==> src/rtl/rca32_operand_loader_pkg.sv <==
// Shared types and constants for the byte-stream to adder-operand loader.
package rca_loader_pkg;
  localparam int DATA_W      = 32;
  localparam int BYTE_W      = 8;
  localparam int BEATS       = DATA_W / BYTE_W;
  localparam int HDR_CIN_BIT = 0;

  // Counter width that stays legal when a frame has a single beat per operand.
  function automatic int cnt_w(input int n);
    return (n > 1) ? $clog2(n) : 1;
  endfunction

  typedef enum logic [1:0] {HDR, LD_A, LD_B, HOLD} ld_state_e;
endpackage

==> src/rtl/rca32_operand_loader_if.sv <==
// Byte stream in, registered operand set out; master = source/consumer, slave = loader.
interface rca32_operand_loader_if #(
  parameter int DATA_W = 32,
  parameter int BYTE_W = 8
) ();
  logic              in_valid;
  logic              in_ready;
  logic              in_sof;
  logic [BYTE_W-1:0] in_data;
  logic              op_valid;
  logic              op_ready;
  logic              op_cin;
  logic [DATA_W-1:0] op_a;
  logic [DATA_W-1:0] op_b;
  logic              err_pulse;

  modport master (
    output in_valid, in_sof, in_data, op_ready,
    input  in_ready, op_valid, op_cin, op_a, op_b, err_pulse
  );
  modport slave (
    input  in_valid, in_sof, in_data, op_ready,
    output in_ready, op_valid, op_cin, op_a, op_b, err_pulse
  );
endinterface

==> src/rtl/rca32_operand_loader_byte_lane_reg.sv <==
// DATA_W register written one byte lane at a time; lane picked by sel.
module byte_lane_reg
  import rca_loader_pkg::*;
#(
  parameter int DATA_W = 32,
  parameter int BYTE_W = 8,
  localparam int NLANE = DATA_W / BYTE_W,
  localparam int SEL_W = cnt_w(NLANE)
) (
  input  logic              clk,
  input  logic              rst_n,
  input  logic              we,
  input  logic [SEL_W-1:0]  sel,
  input  logic [BYTE_W-1:0] din,
  output logic [DATA_W-1:0] q
);
  logic [NLANE-1:0][BYTE_W-1:0] lanes;

  for (genvar i = 0; i < NLANE; i++) begin : g_lane
    always_ff @(posedge clk or negedge rst_n) begin
      if (!rst_n)                         lanes[i] <= '0;
      else if (we && (sel == SEL_W'(i)))  lanes[i] <= din;
    end
  end

  assign q = lanes;
endmodule

==> src/rtl/rca32_operand_loader.sv <==
// Assembles {cin, a, b} from a 9-beat framed byte stream and holds it for the adder.
module rca32_operand_loader
  import rca_loader_pkg::*;
#(
  parameter int DATA_W = rca_loader_pkg::DATA_W,
  parameter int BYTE_W = rca_loader_pkg::BYTE_W,
  localparam int NBEAT = DATA_W / BYTE_W,
  localparam int CNT_W = cnt_w(NBEAT)
) (
  input  logic                  clk,
  input  logic                  rst_n,
  rca32_operand_loader_if.slave bus
);
  if (DATA_W % BYTE_W != 0) begin : g_bad_w
    $error("DATA_W must be a multiple of BYTE_W");
  end

  ld_state_e  state, state_nxt;
  logic [CNT_W-1:0] bcnt, bcnt_nxt;
  logic rdy_dec, in_rdy, acc;
  logic cin_ld, a_we, b_we, err_nxt;
  logic cin_q, err_q;

  // in_ready is a pure decode, masked by reset so nothing is taken while held.
  assign rdy_dec = (state != HOLD);
  assign in_rdy  = rst_n & rdy_dec;
  assign acc     = bus.in_valid & in_rdy;

  always_ff @(posedge clk or negedge rst_n) begin
    if (!rst_n) begin
      state <= HDR;
      bcnt  <= '0;
      cin_q <= 1'b0;
      err_q <= 1'b0;
    end else begin
      state <= state_nxt;
      bcnt  <= bcnt_nxt;
      err_q <= err_nxt;
      if (cin_ld) cin_q <= bus.in_data[HDR_CIN_BIT];
    end
  end

  always_comb begin
    state_nxt = state;
    bcnt_nxt  = bcnt;
    cin_ld    = 1'b0;
    a_we      = 1'b0;
    b_we      = 1'b0;
    err_nxt   = 1'b0;
    case (state)
      HDR: if (acc) begin
        if (bus.in_sof) begin
          cin_ld    = 1'b1;
          bcnt_nxt  = '0;
          state_nxt = LD_A;
        end else begin
          err_nxt   = 1'b1;
        end
      end
      LD_A, LD_B: if (acc) begin
        // A header mid-frame restarts the frame; stale bytes are overwritten later.
        if (bus.in_sof) begin
          err_nxt   = 1'b1;
          cin_ld    = 1'b1;
          bcnt_nxt  = '0;
          state_nxt = LD_A;
        end else begin
          a_we = (state == LD_A);
          b_we = (state == LD_B);
          if (bcnt == CNT_W'(NBEAT-1)) begin
            bcnt_nxt  = '0;
            state_nxt = (state == LD_A) ? LD_B : HOLD;
          end else begin
            bcnt_nxt  = bcnt + 1'b1;
          end
        end
      end
      HOLD: if (bus.op_ready) state_nxt = HDR;
      default: state_nxt = HDR;
    endcase
  end

  byte_lane_reg #(.DATA_W(DATA_W), .BYTE_W(BYTE_W)) u_a (
    .clk(clk), .rst_n(rst_n), .we(a_we), .sel(bcnt), .din(bus.in_data), .q(bus.op_a)
  );
  byte_lane_reg #(.DATA_W(DATA_W), .BYTE_W(BYTE_W)) u_b (
    .clk(clk), .rst_n(rst_n), .we(b_we), .sel(bcnt), .din(bus.in_data), .q(bus.op_b)
  );

  assign bus.in_ready  = in_rdy;
  assign bus.op_valid  = (state == HOLD);
  assign bus.op_cin    = cin_q;
  assign bus.err_pulse = err_q;
endmodule

==> src/flat_wrapper.sv <==
// flat-port wrapper written by rule: the top's interface ports become plain ports
module rca32_operand_loader_flat import rca_loader_pkg::*;
#(
  parameter int DATA_W = rca_loader_pkg::DATA_W,
  parameter int BYTE_W = rca_loader_pkg::BYTE_W,
  localparam int NBEAT = DATA_W / BYTE_W,
  localparam int CNT_W = cnt_w(NBEAT)
)
  (clk, rst_n, bus_in_valid, bus_in_sof, bus_in_data, bus_op_ready, bus_in_ready, bus_op_valid, bus_op_cin, bus_op_a, bus_op_b, bus_err_pulse);
  rca32_operand_loader_if #(.DATA_W(DATA_W), .BYTE_W(BYTE_W)) bus_i ();
  input  logic clk;
  input  logic rst_n;
  input wire logic [$bits(bus_i.in_valid)-1:0] bus_in_valid;
  input wire logic [$bits(bus_i.in_sof)-1:0] bus_in_sof;
  input wire logic [$bits(bus_i.in_data)-1:0] bus_in_data;
  input wire logic [$bits(bus_i.op_ready)-1:0] bus_op_ready;
  output wire logic [$bits(bus_i.in_ready)-1:0] bus_in_ready;
  output wire logic [$bits(bus_i.op_valid)-1:0] bus_op_valid;
  output wire logic [$bits(bus_i.op_cin)-1:0] bus_op_cin;
  output wire logic [$bits(bus_i.op_a)-1:0] bus_op_a;
  output wire logic [$bits(bus_i.op_b)-1:0] bus_op_b;
  output wire logic [$bits(bus_i.err_pulse)-1:0] bus_err_pulse;
  assign bus_i.in_valid = bus_in_valid;
  assign bus_i.in_sof = bus_in_sof;
  assign bus_i.in_data = bus_in_data;
  assign bus_i.op_ready = bus_op_ready;
  assign bus_in_ready = bus_i.in_ready;
  assign bus_op_valid = bus_i.op_valid;
  assign bus_op_cin = bus_i.op_cin;
  assign bus_op_a = bus_i.op_a;
  assign bus_op_b = bus_i.op_b;
  assign bus_err_pulse = bus_i.err_pulse;
  rca32_operand_loader #(.DATA_W(DATA_W), .BYTE_W(BYTE_W)) u_core (.clk(clk), .rst_n(rst_n), .bus(bus_i));
endmodule
==> config.mk <==
export PLATFORM = sky130hd
export DESIGN_NAME = rca32_operand_loader_flat
export DESIGN_NICKNAME = d
export VERILOG_FILES = /design/src/rtl/rca32_operand_loader_pkg.sv /design/src/rtl/rca32_operand_loader_if.sv /design/src/rtl/rca32_operand_loader_byte_lane_reg.sv /design/src/rtl/rca32_operand_loader.sv /design/src/flat_wrapper.sv
export SDC_FILE = /design/constraint.sdc
export NUM_CORES = 1
export LEC_CHECK = 0
export CORE_AREA = 2 2 69 103
export CTS_CLUSTER_DIAMETER = 60
export DETAILED_ROUTE_END_ITERATION = 16
export DIE_AREA = 0 0 71 105
export PLACE_DENSITY = 0.77
export SYNTH_ARGS = -nofsm -noshare
export SYNTH_HDL_FRONTEND = slang
export SYNTH_SLANG_ARGS = --single-unit
==> constraint.sdc <==
create_clock -name clk -period 2.6 [get_ports clk]
set_input_delay 0.26 -clock clk [delete_from_list [all_inputs] [get_ports clk]]
set_output_delay 0.26 -clock clk [all_outputs]
set_load 0.01 [all_outputs]
==> impl_results.md <==
* Status: finished, final reports clean
* Die area at 7455 µm²
* Initial Util at 46.84%
* Unrepaired setup endpoints after global routing: false
* I/O pins at 81
* Nets@finish at 300
* Number of synthesized flops with an enable pin at 0
* CP max FO at 8
* Hold Path Class: in2async
* First-pass GRT wire length at 11100 µm
* Non-Filler Instances at 360
* Yosys top cell by area: dfrtp_1
* Worst Setup End Kind: register
* Max Slew Vio Count at 0
* Simple-Gate Fraction of Synth Area at 7.157%
* Synthesized cell area at 3059 µm²
* Hold buffer count at CTS at 0
* Yosys top cell area share at 57.26%
* Register clock-pin slew on the reported worst setup and hold paths at 0.07 ns
* Crit path arrival time at 2.51 ns
* Yosys cell types at 29
* Final hold viol count at 0
* Core Area at 6531 µm²
* Mapped Cells at 192
* DPL Wire Length at 4697 µm
* Max Cap Viol at 0
* Slew HR at 40.62%
* Area share of fa/ha/maj cells after synthesis at 3.272%
* Initial antenna violation count at 0
* Setup bufs post-CTS at 0
* Hold slack at 0.2088 ns
* Asr flop ratio synth at 100.0%
* Vias in the first global route at 1991
* CTS tree: built
* Largest net degree at the start of global routing at 71
* Yosys warning total at 0
* Clock sinks at 70
* Worst skew pair latency at 0.34 ns
* DRC viols at 0
* Register area share after synthesis at 57.26%
* Most instantiated library cell after synthesis: dfrtp_1
* RD Place Congestion at 0.7850
* PortBufs at 80
* Final wirelength at 6751 µm
* Leak at 2.029 nW
* Pwr dens at 881.3 nW/µm²
* Via-per-instance ratio at 5.100
* XOR/XNOR Fraction of Synth Area at 0%
* Critical Path Start Type: register
* Gr ovfl total at 0
* Largest family of logic cells by synthesized area: multiplexers
* Area growth, synth to finish at 36.28%
* Highest clock rate at 438.2 MHz
* Max Clock Skew at 0.009477 ns
* Post-synth top flop: dfrtp_1
* CP Class: reg2reg
* Synth area leaders: dfrtp_1 57%, mux2_4 16%, mux2_2 9.2%, ha_1 3.3%, mux2_1 2.9%
* Worst-Margin Slew at 0.8907 ns
* Syn_nets at 213
* Mapped Avg Cell Area at 15.93 µm²
* Total Routing Usage GR at 20.11%
* Pwr Total at 3.674 mW
* Vias at 1836
* Dpl cells at 344
* Post-synthesis mux area share at 27.85%
* Number of antenna diodes at 0
* Die height at 105 µm
* Top post-synthesis cells by count: 70 x dfrtp_1, 32 x mux2_4, 25 x mux2_2
* Die Wd at 71 µm
* Compound-Gate Fraction of Synth Area at 2.086%
* Seq cells post-synth at 70
* Worst VDD drop at 0.0006057 V
* FILL cells at 496
* Layout cell share with drive strength beyond 1 at 27.82%
* Worst Path Required at 2.82 ns
* TritonCTS buffer count at 9
* Final Core Density at 63.83%
* Routed Antenna Nets at 0
* H-tree levels at 3
* Minimum clock period at 2.282 ns
* CTS Buffer Depth at 2
* Post-CTS Resized at 0
* 1st-iter DRT viols at 112
* # setup viols final at 0
* Footprint of the multi-input gates at 1235 µm²
* WL per Instance at 18.75 µm
* Register Area at 1752 µm²
* Setup TNS at 0 ns
* Pre-Repair DR Iteration Count at 4
* Clk root buf: clkbuf_8
* Row count at 36
* Final period utilization at 87.77%
## stage by stage
step	setup slack (ns)	area, µm²
floorplan	0.7872	3059
finish	0.3179	4169
global placement	0.4574	3908
CTS	0.3396	4169
global route	0.1292	4169
detailed placement	0.3585	3908
## area by class of cell
type / count / share of cell area (%)
clock inverter: 6 / 3.211
sequential: 70 / 42.02
clock buffer: 10 / 3.061
inverter: 6 / 0.5402
timing repair buffer: 81 / 19.27
tap: 76 / 2.281
multi-input combinational: 111 / 29.62
## power breakdown
| group | total [mW] | switching [mW] | internal, mW | leakage [nW] |
|---|---|---|---|---|
| clock network | 1.14 | 0.403 | 0.735 | 0.130 |
| logic | 1.10 | 0.445 | 0.658 | 0.943 |
| registers | 1.43 | 0.131 | 1.30 | 0.956 |
| total | 3.67 | 0.979 | 2.69 | 2.03 |
## registers in the layout, summed over array words and instances, names as in the netlist
register and count:
u_core.state 2, u_core.bus.op_cin 1, u_core.u_a.q 32, u_core.bus.err_pulse 1, u_core.u_b.q 32, u_core.bcnt 2
## placed cells by master (no fill, tap or decap), types with 2 or more instances in the layout
| master | n |
|---|---|
| bufinv_16 | 4 |
| o21ai_0 | 2 |
| nor2_1 | 2 |
| clkdlybuf4s50_1 | 79 |
| inv_1 | 6 |
| a21oi_1 | 2 |
| ha_1 | 8 |
| o22ai_1 | 2 |
| mux2_2 | 25 |
| nand2b_1 | 2 |
| and3_1 | 4 |
| dfrtp_1 | 70 |
| clkbuf_8 | 9 |
| nand2_1 | 7 |
| mux2_4 | 32 |
| nand2_8 | 4 |
| mux2_1 | 8 |
## path summary, 6_finish.rpt
path | startpoint | end | slack (ns) | cells past startpoint
worst max-delay path | u_core.state[1]$_DFFE_PN0P_ | u_core.u_b.q[4]$_DFFE_PN0P_ | 0.32 | 6
worst min-delay path | rst_n | u_core.u_a.q[8]$_DFFE_PN0P_ | 0.21 | 2
worst max register to register | u_core.state[1]$_DFFE_PN0P_ | u_core.u_b.q[4]$_DFFE_PN0P_ | 0.32 | 6
worst min register to register | u_core.u_b.q[20]$_DFFE_PN0P_ | u_core.u_b.q[20]$_DFFE_PN0P_ | 0.49 | 1
max in group asynchronous | rst_n | u_core.u_b.q[22]$_DFFE_PN0P_ | 1.80 | 2
min in group clk | rst_n | u_core.bus.err_pulse$_DFF_PN0_ | 0.30 | 3
## worst max-delay path, cell delays in order (launching register included)
cell and delay (ns):
dfrtp_1 0.43, inv_1 0.09, ha_1 0.41, nand2b_1 0.12
nor2_1 0.18, and3_1 0.53, mux2_2 0.40
## layer usage
metal | wire length (µm) | part of all wire (%) | GRT usage, % | up-vias
met5 | 0 | 0 | 0 | -
met4 | 178 | 2.6 | 10.38 | 0
met3 | 253 | 3.7 | 4.725 | 15
met2 | 3677 | 54 | 34.31 | 43
met1 | 2642 | 39 | 23.02 | 929
li1 | - | - | - | 849
## cell families after synthesis
group           Yosys count
fa+ha+maj                 8
simple gates             28
mux                      65
compound gates           10
flops                    70
buf+inv                  11
Power figures use the tool's default switching activity.
